[config.mk]
export PLATFORM = sky130hd
export DESIGN_NAME = shumezuesi_sekuencial
export DESIGN_NICKNAME = d
export VERILOG_FILES = /design/src/rtl/cpu_pkg.sv /design/src/rtl/mbledhesi_ripple.sv /design/src/rtl/shumezuesi_sekuencial.sv
export SDC_FILE = /design/constraint.sdc
export NUM_CORES = 1
export LEC_CHECK = 0
export CAP_MARGIN = 20
export CORE_UTILIZATION = 47
export DETAILED_ROUTE_END_ITERATION = 10
export GPL_ROUTABILITY_DRIVEN = 0
export HOLD_SLACK_MARGIN = 0.02
export PLACE_DENSITY = 0.84
export RECOVER_POWER = 100
export SYNTH_ARGS = -nofsm -noshare
export SYNTH_HDL_FRONTEND = slang
export SYNTH_HIERARCHICAL = 1
export SYNTH_SLANG_ARGS = --single-unit
[constraint.sdc]
create_clock -name CLK -period 6.5 [get_ports CLK]
set_input_delay 1.3 -clock CLK [delete_from_list [all_inputs] [get_ports CLK]]
set_output_delay 1.3 -clock CLK [all_outputs]
set_load 0.005 [all_outputs]
[src/rtl/cpu_pkg.sv]
// Shared CPU datapath definitions: data width and multiplier FSM state encodings.
package cpu_pkg;

    localparam int unsigned DATA_W = 16;

    // Multiplier control states
    typedef enum logic {
        ST_IDLE = 1'b0,
        ST_CALC = 1'b1
    } state_e;

endpackage

[src/rtl/mbledhesi_ripple.sv]
// WIDTH-bit ripple-carry adder built from a chain of 1-bit full-adder cells.
// Ports:
//   a_i, b_i   WIDTH-bit addends
//   cin_i      carry into bit 0
//   sum_o      WIDTH-bit sum
//   cout_o     carry out of the MSB cell
module mbledhesi_ripple #(
    parameter int unsigned WIDTH = 16
) (
    input  logic [WIDTH-1:0] a_i,
    input  logic [WIDTH-1:0] b_i,
    input  logic             cin_i,
    output logic [WIDTH-1:0] sum_o,
    output logic             cout_o
);

    // Each cell owns its carry nets so the chain is a sequence of distinct signals
    for (genvar i = 0; i < WIDTH; i++) begin : g_fa
        logic c_in;
        logic c_out;

        if (i == 0) begin : g_lsb
            assign c_in = cin_i;
        end else begin : g_chain
            assign c_in = g_fa[i-1].c_out;
        end

        assign sum_o[i] = a_i[i] ^ b_i[i] ^ c_in;
        assign c_out    = (a_i[i] & b_i[i]) | (c_in & (a_i[i] ^ b_i[i]));
    end

    assign cout_o = g_fa[WIDTH-1].c_out;

endmodule

[src/rtl/shumezuesi_sekuencial.sv]
// Unsigned sequential shift-and-add multiplier, one partial product per clock.
// Ports:
//   CLK      clock, rising edge
//   RST      synchronous active-high reset, aborts any running operation
//   START    request, sampled only while idle
//   A, B     multiplicand / multiplier, captured on the accepting edge
//   BUSY     high while an operation is in progress
//   DONE     one-cycle pulse when PRODUCT carries a new result
//   PRODUCT  2*WIDTH-bit result, held until the next completion
module shumezuesi_sekuencial
    import cpu_pkg::*;
#(
    parameter int unsigned WIDTH = DATA_W
) (
    input  logic                 CLK,
    input  logic                 RST,
    input  logic                 START,
    input  logic [WIDTH-1:0]     A,
    input  logic [WIDTH-1:0]     B,
    output logic                 BUSY,
    output logic                 DONE,
    output logic [2*WIDTH-1:0]   PRODUCT
);

    localparam int unsigned CNT_W = $clog2(WIDTH) + 1;

    state_e               state_q;
    logic [CNT_W-1:0]     cnt_q;
    logic [WIDTH-1:0]     mcand_q;
    logic [WIDTH-1:0]     acc_q;
    logic [WIDTH-1:0]     mq_q;
    logic                 busy_q;
    logic                 done_q;
    logic [2*WIDTH-1:0]   product_q;

    logic [WIDTH-1:0]     addend;
    logic [WIDTH-1:0]     sum;
    logic                 cout;
    logic [2*WIDTH-1:0]   shift_d;
    logic [WIDTH-1:0]     acc_d;
    logic [WIDTH-1:0]     mq_d;

    // Partial product selected by the current multiplier LSB
    assign addend = mq_q[0] ? mcand_q : '0;

    mbledhesi_ripple #(
        .WIDTH (WIDTH)
    ) u_adder (
        .a_i    (acc_q),
        .b_i    (addend),
        .cin_i  (1'b0),
        .sum_o  (sum),
        .cout_o (cout)
    );

    // {C,SUM,MQ} shifted right once; the consumed MQ LSB falls off, carry enters the top
    assign shift_d = {cout, sum, mq_q[WIDTH-1:1]};
    assign acc_d   = shift_d[2*WIDTH-1:WIDTH];
    assign mq_d    = shift_d[WIDTH-1:0];

    // Control FSM, datapath registers and registered outputs
    always_ff @(posedge CLK) begin
        if (RST) begin
            state_q   <= ST_IDLE;
            cnt_q     <= '0;
            mcand_q   <= '0;
            acc_q     <= '0;
            mq_q      <= '0;
            busy_q    <= 1'b0;
            done_q    <= 1'b0;
            product_q <= '0;
        end else begin
            done_q <= 1'b0;
            case (state_q)
                ST_IDLE: begin
                    if (START) begin
                        mcand_q <= A;
                        acc_q   <= '0;
                        mq_q    <= B;
                        cnt_q   <= '0;
                        busy_q  <= 1'b1;
                        state_q <= ST_CALC;
                    end
                end
                ST_CALC: begin
                    acc_q <= acc_d;
                    mq_q  <= mq_d;
                    cnt_q <= cnt_q + CNT_W'(1);
                    if (cnt_q == CNT_W'(WIDTH - 1)) begin
                        product_q <= shift_d;
                        done_q    <= 1'b1;
                        busy_q    <= 1'b0;
                        state_q   <= ST_IDLE;
                    end
                end
            endcase
        end
    end

    assign BUSY    = busy_q;
    assign DONE    = done_q;
    assign PRODUCT = product_q;

endmodule

; After elaboration in Yosys (flattened, before gate mapping)
; Cells that the tools add are included.
[op_classes]
div_mod_pow = 0
magnitude_cmp = 0
addsub = 1
reduce_logical = 4
mul = 0
bitwise = 78
n_eq_ne = 3
mux = 14
n_shift = 0
[ops]
columns = operator, n
row1 = case mux 16 bit (2 select lines), 2
row2 = 2-to-1 mux 16 bit, 3
row3 = bitwise AND 1 bit, 31
row4 = bitwise XOR 1 bit, 31
row5 = bitwise OR 1 bit, 15
row6 = case mux 5 bit (2 select lines), 1
row7 = AND reduction 2 bit, 3
row8 = adder 5 x 1 -> 5 bit (second input constant), 1
row9 = == test 5 x 4 -> 1 bit (second input constant), 1
row10 = 2-to-1 mux 1 bit, 5
row11 = 2-to-1 mux 5 bit, 1
row12 = case mux 1 bit (2 select lines), 2
row13 = inequality test 2 x 1 -> 1 bit (second input constant), 1
row14 = inequality test 2 bit (second input constant), 1
row15 = OR reduction 2 bit, 1
row16 = NOT 1 bit, 1
[word_totals]
mem_count = 0
input_bits = 35
ramBits = 0
mem_bits_ro = 0
latch_bits = 0
reg_bits = 88

; Logic depth before layout (Yosys ltp)
; Gate-level depths: netlist of run 1.
[depth]
ltp_word = 33
depth_mapped = 23
ltp_nobuf = 23

; Hierarchy
; Netlist of run 1, hierarchy kept.
[modules_own_cells]
columns = mod, cells_per_inst, area_per_inst_um2, seq_area_each_um2, instances
row1 = shumezuesi_sekuencial, 342, 3503.4, 1761.7, 1
row2 = mbledhesi_ripple, 26, 357.8, 0.0, 1

; Least setup slack after synthesis of run 1
; OpenSTA, ideal clock, no wires.
[synth_path]
path_kind = reg2reg
start = register mq_q[0]
end = register acc_q[14]
required_ns = 6.436
t_arrival_ns = 6.670
n_path_buf = 0
setup_ns = 0.064
period_less_slack_ns = 6.734
path_stages_with_launch = 24
setup_slack_ns = -0.234
cell_sequence = dfxtp_1 -> and2_1 -> fa_1 -> inv_1 -> fa_1 -> inv_1 -> fa_1 -> fa_1 -> fa_1 -> fa_1 -> fa_1 -> fa_1 -> fa_1 -> fa_1 -> fa_1 -> fa_1 -> fa_1 -> fa_1 -> fa_1 -> inv_1 -> fa_1 -> inv_1 -> a21oi_1 -> nor2_1
[synth_between]
elab_chain_cells = 32
word_cells_on_any_way = 61
[synth_lines]
columns = item, line_no
row1 = start: declaration, shumezuesi_sekuencial.sv:31  ; logic [WIDTH-1:0] mq_q;
row2 = start signal: assignment, shumezuesi_sekuencial.sv:87  ; mq_q <= mq_d;
row3 = 2-to-1 mux 16 bit, shumezuesi_sekuencial.sv:44  ; assign addend = mq_q[0] ? mcand_q : '0;
row4 = net addend[0], shumezuesi_sekuencial.sv:36  ; logic [WIDTH-1:0] addend;
row5 = bitwise AND 1 bit (2 in series), mbledhesi_ripple.sv:29  ; assign c_out = (a_i[i] & b_i[i]) | (c_in & (a_i[i] ^ b_i[i]));
row6 = bitwise OR 1 bit, mbledhesi_ripple.sv:29
row7 = bitwise AND 1 bit, mbledhesi_ripple.sv:29
row8 = bitwise OR 1 bit, mbledhesi_ripple.sv:29
row9 = bitwise AND 1 bit, mbledhesi_ripple.sv:29
row10 = bitwise OR 1 bit, mbledhesi_ripple.sv:29
row11 = [17 not listed], n/a
row12 = bitwise OR 1 bit, mbledhesi_ripple.sv:29
row13 = bitwise AND 1 bit, mbledhesi_ripple.sv:29
row14 = bitwise OR 1 bit, mbledhesi_ripple.sv:29
row15 = bitwise AND 1 bit, mbledhesi_ripple.sv:29
row16 = bitwise OR 1 bit, mbledhesi_ripple.sv:29
row17 = bitwise XOR 1 bit, mbledhesi_ripple.sv:28  ; assign sum_o[i] = a_i[i] ^ b_i[i] ^ c_in;
row18 = net sum[15], shumezuesi_sekuencial.sv:37  ; logic [WIDTH-1:0] sum;
row19 = case mux 16 bit (2 select lines), shumezuesi_sekuencial.sv:74  ; case (state_q)
row20 = end signal: assignment, shumezuesi_sekuencial.sv:67  ; acc_q <= '0;
row21 = end signal: assignment, shumezuesi_sekuencial.sv:78  ; acc_q <= '0;
row22 = end signal: assignment, shumezuesi_sekuencial.sv:86  ; acc_q <= acc_d;
row23 = end: declaration, shumezuesi_sekuencial.sv:30  ; logic [WIDTH-1:0] acc_q;
; The timed path passes the listed nets, and every way through them passes these cells.
; A chain may end at the register's enable or synchronous reset.

; Worst setup path after layout of run 1
; Same ends and word-level chain as after synthesis.

==> metrics.md, run 1 <==
| Metric | Value |
|---|---|
| Status | finished, violations left |
| Failing checks | max-capacitance violations, max-slew violations |
| Finished Layout Cells | 530 |
| Critical path data required time | 6.77 ns |
| Vias per cell | 5.183 |
| Main area contributors after synthesis | dfxtp_1 (46%), fa_1 (8.3%), a22o_1 (7.3%) |
| Max-Cap Viols | 1 |
| Number of synthesized flops with an enable pin | 0 |
| Reg clk slew, reported paths | 0.09 ns |
| Pin count of the biggest net entering global routing | 63 |
| Clk_lat worst skew | 0.35 ns |
| DRC | 0 |
| Post-CTS setup buffers | 0 |
| Power per Cell Area | 220.2 nW/um^2 |
| Vias | 2747 |
| Tcrit/Tclk final | 99.08% |
| TritonCTS Sinks | 88 |
| Hold_sp | mcand_q[2] |
| Starting density of the core | 49.20% |
| Final Skew | 0.01133 ns |
| TritonCTS clock tree | done |
| Global Route Usage Sum | 18.95% |
| Worst setup SP type | flip-flop |
| Post-CTS sizing | 6 |
| Hold Crit Class | flip-flop to flip-flop |
| First-pass GRT wire length | 12.64 mm |
| Count of final hold-check violations | 0 |
| Sequential area share after synthesis | 45.63% |
| Post-synth top area share | 45.63% |
| CP Depth | 23 |
| Vias in the first global route | 2721 |
| Num CTS Buffers | 9 |
| Placed Cells | 514 |
| Total power | 0.001024 W |
| CTS Buffer Depth | 2 |
| # IOs | 69 |
| Worst slew pin tran | 2.009 ns |
| Synth unique cells | 33 |
| Max Slew Vio Count | 38 |
| P_leak | 1.901 nW |
| Half-perimeter wire length after placement | 5.056 mm |
| WL/cell | 14.51 um |
| Syn Area/Cell | 10.49 um^2 |
| GR Overflow Total | 0 |
| CP Max Fanout | 2 |
| Hold buffer count at CTS | 0 |
| Critical-path top delay cell | fa_1 |
| Most used cell along the critical path | fa_2 |
| Detailed Routing Iterations Pass 1 | 4 |
| Routed Wire Length | 7.691 mm |
| Minimum clock period | 6.440 ns |
| Synthesized net count | 422 |
| FF-to-FF Start | mq_q[0] |
| Worst Path Buf+Inv | 4 |
| Count leader, synth | dfxtp_1 |
| Yosys top cell by area | dfxtp_1 |
| Final setup violating endpoints | 0 |
| DIE HEIGHT | 92.64 um |
| Crit path max-delay family | adder cells |
| Worst Setup End Kind | flip-flop |
| DR iter-0 viols | 122 |
| H-tree Lvls | 3 |
| FF+latch count, synth | 88 |
| # nets final | 477 |
| Die width | 92.64 um |
| Antenna Cells | 0 |
| Worst Path Arrival | 6.71 ns |
| Placeable Area | 7848 um^2 |
| Area growth from synthesis to layout | 20.45% |
| Root Driver | clkbuf_8 |
| Layout cells sized above 1 | 10.98% |
| Worst relative slew slack | -33.92% |
| Critical path cell sequence | and2_1 > fa_1 > inv_1 > fa_1 > inv_1 > fa_2 > fa_2 > fa_2 > fa_2 > fa_2 > fa_2 > fa_2 > fa_2 > fa_2 > fa_2 > fa_2 > fa_2 > fa_2 > inv_1 > fa_1 > inv_2 > a21oi_1 > nor2_1 |
| DRT antenna net count | 0 |
| RSZ-0062 raised after global routing | yes |
| Top FF cell, synth | dfxtp_1 |
| Total Neg Setup Slack | 0 ns |
| Initial antenna violation count | 0 |
| Max VDD drop | 101.4 uV |
| Hold WS | 0.4554 ns |
| Worst R2R Path Depth | 23 |
| Core Util, Final | 59.26% |
| Hold EP | mcand_q[2] |
| Worst Hold Path Cells | 2 |
| CP Class | flip-flop to flip-flop |
| FFs w/ async S/R, synth | 0% |
| Die area | 8582 um^2 |
| Mapped Cells | 368 |
| Port bufs | 68 |
| R2R setup slack | 0.06 ns |
| Mapped cell area | 3861 um^2 |
| CP peak stage delay | 0.43 ns |
| R2r endpoint | acc_q[14] |
| Max Clk Rate | 155.3 MHz |
| Synth warnings | 6 |
| # rows | 32 |
| Synth top cells by count | dfxtp_1 (88), nor2_1 (38), a21oi_1 (35), nand2_1 (35), a22o_1 (32) |
==> sequential cells by signal, indices dropped and copies added, names as in the netlist <==
register and count:
PRODUCT 32, acc_q 16, mcand_q 16, mq_q 16
cnt_q 5, BUSY 1, DONE 1, state_q 1
==> layout by cell type (no fill, tap or decap), types with 13 or more instances in the layout <==
cell type	synthesis	final
mux2i_1	17	17
fa_2	0	13
a22o_1	32	32
clkdlybuf4s50_1	0	32
nor2_1	38	38
a21oi_1	35	35
and2_1	16	16
nand2_1	35	35
dlygate4sd3_1	0	34
nor3b_1	13	13
dfxtp_1	88	87
==> worst min-delay path: cells and delay by family (launching register included) <==
family           cells  cell delay [ns]
flip-flops           1             0.32
AND/OR/NAND/NOR      1             0.05
AO/OA/AOI/OAI        1             0.05
==> where the power goes <==
part | total [W] | leakage, nW | switching, W | internal (W)
clock network | 0.000374 | 0.0929 | 0.000195 | 0.000179
registers | 0.000562 | 0.715 | 0.00000855 | 0.000553
logic | 0.0000886 | 1.09 | 0.0000462 | 0.0000425
==> per-stage QoR <==
stage | cell area [um^2] | setup WS [ns]
after floorplan | 3876 | 0.004958
after global placement | 4481 | -0.06215
after detailed placement | 4481 | -0.2238
after CTS | 4691 | 0.03219
after global routing | 4651 | -0.07477
final | 4651 | 0.06003
==> kinds of logic (layout without fill, tap and decap cells) <==
logic type	after synthesis	count (layout)	synth area share (%)
and+or+nand+nor	117	117	15.52
DFF	88	88	45.63
AOI/OAI and AO/OA	71	71	12.54
buffers and inverters	39	99	6.902
muxes	33	33	10.05
adders and majority gates	19	19	9.268
other	1	1	0.09712
==> cell type report <==
| cell class | count | area (um^2) |
|---|---|---|
| Fill cell | 682 | 3197 |
| Timing Repair Buffer | 72 | 695.7 |
| Multi-Input combinational cell | 241 | 1828 |
| Tap cell | 102 | 127.6 |
| Clock buffer | 10 | 127.6 |
| Inverter | 11 | 41.29 |
| Sequential cell | 88 | 1763 |
| Clock inverter | 6 | 67.56 |
==> routing by layer <==
layer / track usage [%] / up-vias / wire (um)
met3: 4.351 / 8 / 350
met4: 7.051 / 0 / 91
met1: 25.04 / 1322 / 3684
met5: 0 / - / 0
li1: - / 1352 / -
met2: 30.31 / 65 / 3563
==> how the worst max path moves through the flow <==
stage	slack, ns	end	from
4_1_cts	0.03	acc_q[14]	mq_q[0]
6_report	0.06	acc_q[14]	mq_q[0]
5_1_grt	-0.07	acc_q[14]	mq_q[0]
3_3_place_gp	-0.06	acc_q[14]	mq_q[0]
2_1_floorplan	0.005	acc_q[14]	mq_q[0]
3_5_place_dp	-0.22	acc_q[14]	mq_q[0]
Note: power is estimated with default switching activity, not from simulation.
==> run 2: changes to the inputs <==
--- a/config.mk
+++ b/config.mk
@@ -5,7 +5,7 @@
 export SDC_FILE = /design/constraint.sdc
 export NUM_CORES = 1
 export LEC_CHECK = 0
-export CAP_MARGIN = 20
+export CAP_MARGIN = 25
 export CORE_UTILIZATION = 47
 export DETAILED_ROUTE_END_ITERATION = 10
 export GPL_ROUTABILITY_DRIVEN = 0
==> metrics.md, run 2 (same netlist as run 1, synthesis figures left out) <==
| Metric | Value |
|---|---|
| Placeable Area | 7848 um^2 (unchanged) |
| CP Max Fanout | 2 (unchanged) |
| H-tree Lvls | 3 (unchanged) |
| Hold WS | 0.4552 ns (was 0.4554 ns) |
| Starting density of the core | 49.20% (unchanged) |
| Tcrit/Tclk final | 99.01% (was 99.08%) |
| Status | finished, violations left (unchanged) |
| Final setup violating endpoints | 0 (unchanged) |
| Pin count of the biggest net entering global routing | 63 (unchanged) |
| M1 WL | 3.727 mm (was 3.684 mm) |
| Area growth from synthesis to layout | 20.97% (was 20.45%) |
| Most common cell after layout, fill and taps aside | dfxtp_1 (unchanged) |
| # IOs | 69 (unchanged) |
| DRT antenna net count | 0 (unchanged) |
| Area after DPL | 4481 um^2 (unchanged) |
| Worst slew pin tran | 2.023 ns (was 2.009 ns) |
| Root Driver | clkbuf_8 (unchanged) |
| Vias per cell | 5.232 (was 5.183) |
| Count of final hold-check violations | 0 (unchanged) |
| # rows | 32 (unchanged) |
| Power per Cell Area | 219.7 nW/um^2 (was 220.2 nW/um^2) |
| Hold Crit Class | flip-flop to flip-flop (unchanged) |
| Half-perimeter wire length after placement | 5.056 mm (unchanged) |
| Critical path data required time | 6.79 ns (was 6.77 ns) |
| Max reg flops | 32 (unchanged) |
| # nets final | 478 (was 477) |
| Final Cell Area | 4671 um^2 (was 4651 um^2) |
| WL/cell | 14.53 um (was 14.51 um) |
| CP Class | flip-flop to flip-flop (unchanged) |
| DR iter-0 viols | 133 (was 122) |
| Max Slew Vio Count | 38 (unchanged) |
| Minimum clock period | 6.436 ns (was 6.440 ns) |
| Max VDD drop | 101.1 uV (was 101.4 uV) |
| Worst Path Arrival | 6.72 ns (was 6.71 ns) |
| Worst setup SP type | flip-flop (unchanged) |
| Top Layer Used | met4 (unchanged) |
| GR Overflow Total | 0 (unchanged) |
| Routed Wire Length | 7.717 mm (was 7.691 mm) |
| Num CTS Buffers | 9 (unchanged) |
| Failing checks | max-capacitance violations, max-slew violations (unchanged) |
| DIE HEIGHT | 92.64 um (unchanged) |
| Post-CTS setup buffers | 0 (unchanged) |
| Vias in the first global route | 2721 (unchanged) |
| Die area | 8582 um^2 (unchanged) |
| Vias | 2778 (was 2747) |
| Hold buffer count at CTS | 0 (unchanged) |
| Finished Layout Cells | 531 (was 530) |
| Final Skew | 0.01382 ns (was 0.01133 ns) |
| P_leak | 1.910 nW (was 1.901 nW) |
| Worst Setup End Kind | flip-flop (unchanged) |
| Port bufs | 68 (unchanged) |
| Die width | 92.64 um (unchanged) |
| Layout cells sized above 1 | 11.19% (was 10.98%) |
| Global Route Usage Sum | 18.95% (unchanged) |
| Routed wl met2 | 3.548 mm (was 3.563 mm) |
| Most frequent cells in the layout | dfxtp_1 (87), nor2_1 (38), a21oi_1 (35), nand2_1 (35), dlygate4sd3_1 (34) (unchanged) |
| Max Clk Rate | 155.4 MHz (was 155.3 MHz) |
| Core Util, Final | 59.52% (was 59.26%) |
| TritonCTS Sinks | 88 (unchanged) |
| DRC | 0 (unchanged) |
| First-pass GRT wire length | 12.64 mm (unchanged) |
| Initial antenna violation count | 0 (unchanged) |
| Met3 WL | 325 um (was 350 um) |
| TritonCTS clock tree | done (unchanged) |
| Reg clk slew, reported paths | 0.09 ns (about the same) |
| CTS Buffer Depth | 2 (unchanged) |
| Clk_lat worst skew | 0.35 ns (about the same) |
| RSZ-0062 raised after global routing | yes (unchanged) |
| Worst relative slew slack | -34.87% (was -33.92%) |
| Detailed Routing Iterations Pass 1 | 4 (unchanged) |
| Placed Cells | 514 (unchanged) |
| R2R setup slack | 0.06 ns (about the same) |
| Max-Cap Viols | 1 (unchanged) |
| Antenna Cells | 0 (unchanged) |
==> run 2: cell count changes in the layout (fill, tap and decap cells not counted) <==
cell | previous run | this run
buf_12 | 0 | 1
==> run 2: cell type report <==
class	count	area, um^2
Fill cell	680	3177
Tap cell	102	127.6
Sequential cell	88	1763
Timing Repair Buffer	73	715.7
Clock inverter	6	67.56
Clock buffer	10	127.6
Inverter	11	41.29
Multi-Input combinational cell	241	1828
==> run 2: layer usage <==
layer | track usage [%] | vias up
met4 | 7.051 | 0
met5 | 0 | -
met1 | 25.04 | 1343
li1 | - | 1358
met3 | 4.351 | 11
met2 | 30.31 | 66
==> run 2: critical path, cell delays in order, from the launching register on <==
cell and delay [ns]:
dfxtp_1 0.32, and2_1 0.16, fa_1 0.39, inv_1 0.07, fa_1 0.17, inv_1 0.06
fa_2 0.33, fa_2 0.35, fa_2 0.34, fa_2 0.35, fa_2 0.35, fa_2 0.34
fa_2 0.34, fa_2 0.34, fa_2 0.35, fa_2 0.36, fa_2 0.35, fa_2 0.34
fa_2 0.32, inv_1 0.07, fa_1 0.43, inv_2 0.07, a21oi_1 0.05, nor2_1 0.12
==> run 2: path summary, 6_finish.rpt <==
kind | start | to | depth (start not counted)
max | mq_q[0] | acc_q[14] | 23
min | mcand_q[2] | mcand_q[2] | 2
max reg2reg | mq_q[0] | acc_q[14] | 23
min reg2reg | mcand_q[2] | mcand_q[2] | 2
==> run 2: timing repair <==
| action | 4_1_cts | 5_1_grt |
|---|---|---|
| gates resized for setup | 6 | 2 |
| setup endpoints to repair | 4 | 2 |
| pin swaps | 0 | 1 |
==> run 2: per-stage QoR <==
| stage | setup TNS [ns] | setup slack, ns | total power, W |
|---|---|---|---|
| 2_1_floorplan | 0 | 0.004958 | 0.0006421 |
| 3_3_place_gp | -0.07774 | -0.06215 | 0.0006655 |
| 3_5_place_dp | -0.4557 | -0.2238 | 0.0006679 |
| 4_1_cts | 0 | 0.03219 | 0.001039 |
| 5_1_grt | -0.07940 | -0.07940 | 0.001069 |
| 6_report | 0 | 0.06427 | 0.001026 |
==> run 2: report_power, final <==
part	internal [W]	switching (W)	leakage, nW
Sequential	0.000553	0.00000851	0.715
Clock	0.000179	0.000195	0.0929
Combinational	0.0000437	0.0000466	1.10
==> run 3: changes to the inputs <==
--- a/config.mk
+++ b/config.mk
@@ -10,8 +10,8 @@
 export DETAILED_ROUTE_END_ITERATION = 10
 export GPL_ROUTABILITY_DRIVEN = 0
 export HOLD_SLACK_MARGIN = 0.02
-export PLACE_DENSITY = 0.84
-export RECOVER_POWER = 100
+export PLACE_DENSITY = 0.76
+export RECOVER_POWER = 50
 export SYNTH_ARGS = -nofsm -noshare
 export SYNTH_HDL_FRONTEND = slang
 export SYNTH_HIERARCHICAL = 1
==> metrics.md, run 3 (same netlist as run 1, synthesis figures left out) <==
| Metric | Value |
|---|---|
| P_leak | 1.919 nW (was 1.910 nW) |
| Num CTS Buffers | 9 (unchanged) |
| DR iter-0 viols | 102 (was 133) |
| Status | finished, violations left (unchanged) |
| Met1 usage | 24.77% (was 25.04%) |
| # rows | 32 (unchanged) |
| Final setup violating endpoints | 0 (unchanged) |
| Critical path data required time | 6.79 ns (about the same) |
| Busiest layer in global routing | met2 (unchanged) |
| RSZ-0062 raised after global routing | no (was yes) |
| Die width | 92.64 um (unchanged) |
| Clk_lat worst skew | 0.36 ns (was 0.35 ns) |
| Failing checks | max-capacitance violations, max-slew violations (unchanged) |
| Tcrit/Tclk final | 96.96% (was 99.01%) |
| Max Slew Vio Count | 38 (unchanged) |
| Most used cell along the critical path | fa_2 (unchanged) |
| DRT antenna net count | 0 (unchanged) |
| Area growth from synthesis to layout | 21.26% (was 20.97%) |
| TritonCTS Sinks | 88 (unchanged) |
| Vias in the first global route | 2618 (was 2721) |
| Global routing usage on met3 | 3.202% (was 4.351%) |
| First-pass GRT wire length | 12.47 mm (was 12.64 mm) |
| Core Util, Final | 59.66% (was 59.52%) |
| CP Class | flip-flop to flip-flop (unchanged) |
| Final Skew | 0.01382 ns (about the same) |
| Global Route Usage Sum | 18.48% (was 18.95%) |
| Worst slew pin tran | 2.040 ns (was 2.023 ns) |
| Max Clk Rate | 158.7 MHz (was 155.4 MHz) |
| Routed Wire Length | 7.606 mm (was 7.717 mm) |
| DIE HEIGHT | 92.64 um (unchanged) |
| Minimum clock period | 6.303 ns (was 6.436 ns) |
| Power per Cell Area | 222.0 nW/um^2 (was 219.7 nW/um^2) |
| Half-perimeter wire length after placement | 4.899 mm (was 5.056 mm) |
| CP peak stage delay | 0.39 ns (was 0.43 ns) |
| Max-Cap Viols | 1 (unchanged) |
| Worst Setup End Kind | flip-flop (unchanged) |
| CP Max Fanout | 2 (unchanged) |
| H-tree Lvls | 3 (unchanged) |
| Reg clk slew, reported paths | 0.09 ns (about the same) |
| Max reg flops | 32 (unchanged) |
| Most frequent cells in the layout | dfxtp_1 (86), nor2_1 (38), a21oi_1 (35), nand2_1 (35), dlygate4sd3_1 (34) (was dfxtp_1 (87), nor2_1 (38), a21oi_1 (35), nand2_1 (35), dlygate4sd3_1 (34)) |
| M2 GR Usage | 29.75% (was 30.31%) |
| Worst setup SP type | flip-flop (unchanged) |
| Die area | 8582 um^2 (unchanged) |
| Vias | 2705 (was 2778) |
| Most common cell after layout, fill and taps aside | dfxtp_1 (unchanged) |
| WL/cell | 14.32 um (was 14.53 um) |
| Fillcell total | 687 (was 680) |
| Hold WS | 0.4556 ns (was 0.4552 ns) |
| Worst Path Arrival | 6.59 ns (was 6.72 ns) |
| Starting density of the core | 49.20% (unchanged) |
| Max VDD drop | 130.2 uV (was 101.1 uV) |
| Critical path cell sequence | and2_1 > fa_2 > inv_1 > fa_1 > inv_1 > fa_2 > fa_2 > fa_2 > fa_2 > fa_2 > fa_2 > fa_2 > fa_2 > fa_2 > fa_2 > fa_2 > fa_2 > fa_2 > inv_2 > fa_1 > inv_2 > a21oi_1 > nor2_1 (was and2_1 > fa_1 > inv_1 > fa_1 > inv_1 > fa_2 > fa_2 > fa_2 > fa_2 > fa_2 > fa_2 > fa_2 > fa_2 > fa_2 > fa_2 > fa_2 > fa_2 > fa_2 > inv_1 > fa_1 > inv_2 > a21oi_1 > nor2_1) |
| # nets final | 478 (unchanged) |
| Worst relative slew slack | -36.01% (was -34.87%) |
| Dpl ws | -0.1785 ns (was -0.2238 ns) |
| Root Driver | clkbuf_8 (unchanged) |
| Detailed Routing Iterations Pass 1 | 4 (unchanged) |
| Final setup margin | 0.1973 ns (was 0.06427 ns) |
| Pin count of the biggest net entering global routing | 58 (was 63) |
| Post-CTS setup buffers | 0 (unchanged) |
| Vias per cell | 5.094 (was 5.232) |
| CTS Buffer Depth | 2 (unchanged) |
| Layout cells sized above 1 | 12.12% (was 11.19%) |
| Hold Crit Class | flip-flop to flip-flop (unchanged) |
| TritonCTS clock tree | done (unchanged) |
| Port bufs | 68 (unchanged) |
| Critical-path top delay cell | fa_1 (unchanged) |
| # IOs | 69 (unchanged) |
| Antenna Cells | 0 (unchanged) |
| GR Overflow Total | 0 (unchanged) |
| DRC | 0 (unchanged) |
| Initial antenna violation count | 0 (unchanged) |
| Placeable Area | 7848 um^2 (unchanged) |
| Count of final hold-check violations | 0 (unchanged) |
==> run 3: final timing paths <==
path | slack [ns] | startpoint | cells after the start | end
setup reg to reg | 0.20 | mq_q[0] | 23 | acc_q[14]
setup / recovery | 0.20 | mq_q[0] | 23 | acc_q[14]
hold reg to reg | 0.46 | mcand_q[13] | 2 | mcand_q[13]
hold / removal | 0.46 | mcand_q[13] | 2 | mcand_q[13]
==> run 3: area by class of cell <==
class	count	area (um^2)	area share, %
Tap cell	102	127.6	2.726
Timing Repair Buffer	73	719.4	15.37
Multi-Input combinational cell	241	1823	38.94
Inverter	11	41.29	0.8819
Clock inverter	6	68.82	1.470
Sequential cell	88	1764	37.68
Clock buffer	10	137.6	2.940
==> run 3: per-layer routing <==
metal / share of wire, % / wire, um / up-vias
li1: - / - / 1351
met1: 49 / 3738 / 1285
met2: 46 / 3471 / 58
met3: 3.7 / 279 / 11
met4: 1.5 / 117 / 0
met5: 0 / 0 / -
==> run 3: where the power goes <==
group          total [W]  internal [W]  switching, W
sequential      0.000565      0.000553     0.0000117
clock           0.000388      0.000190      0.000198
combinational  0.0000864     0.0000431     0.0000434
==> run 3: through the flow <==
step            power, W  cell area, um^2  TNS [ns]  cells
2_1_floorplan  0.0006421             3876         0    368
5_1_grt         0.001076             4682         0    531
6_report        0.001039             4682         0    531
3_5_place_dp   0.0006681             4481   -0.3270    514
3_3_place_gp   0.0006663             4481   -0.1022    514
4_1_cts         0.001052             4700         0    530
==> run 3: repair_timing <==
action	4_1_cts	5_1_grt
pin swaps	0	1
setup endpoints to repair	3	2
hold endpoints to repair	0	0
resized for setup	5	6
gates cloned	0	0
hold buffers	0	0
==> run 3: worst max-delay path, delay by kind of cell (launching register included) <==
kind	cells	cell delay (ns)
AO/OA/AOI/OAI	1	0.05
adder cells (fa/ha/maj)	16	5.35
flip-flops	1	0.33
buffers and inverters	4	0.26
AND/OR/NAND/NOR	2	0.25
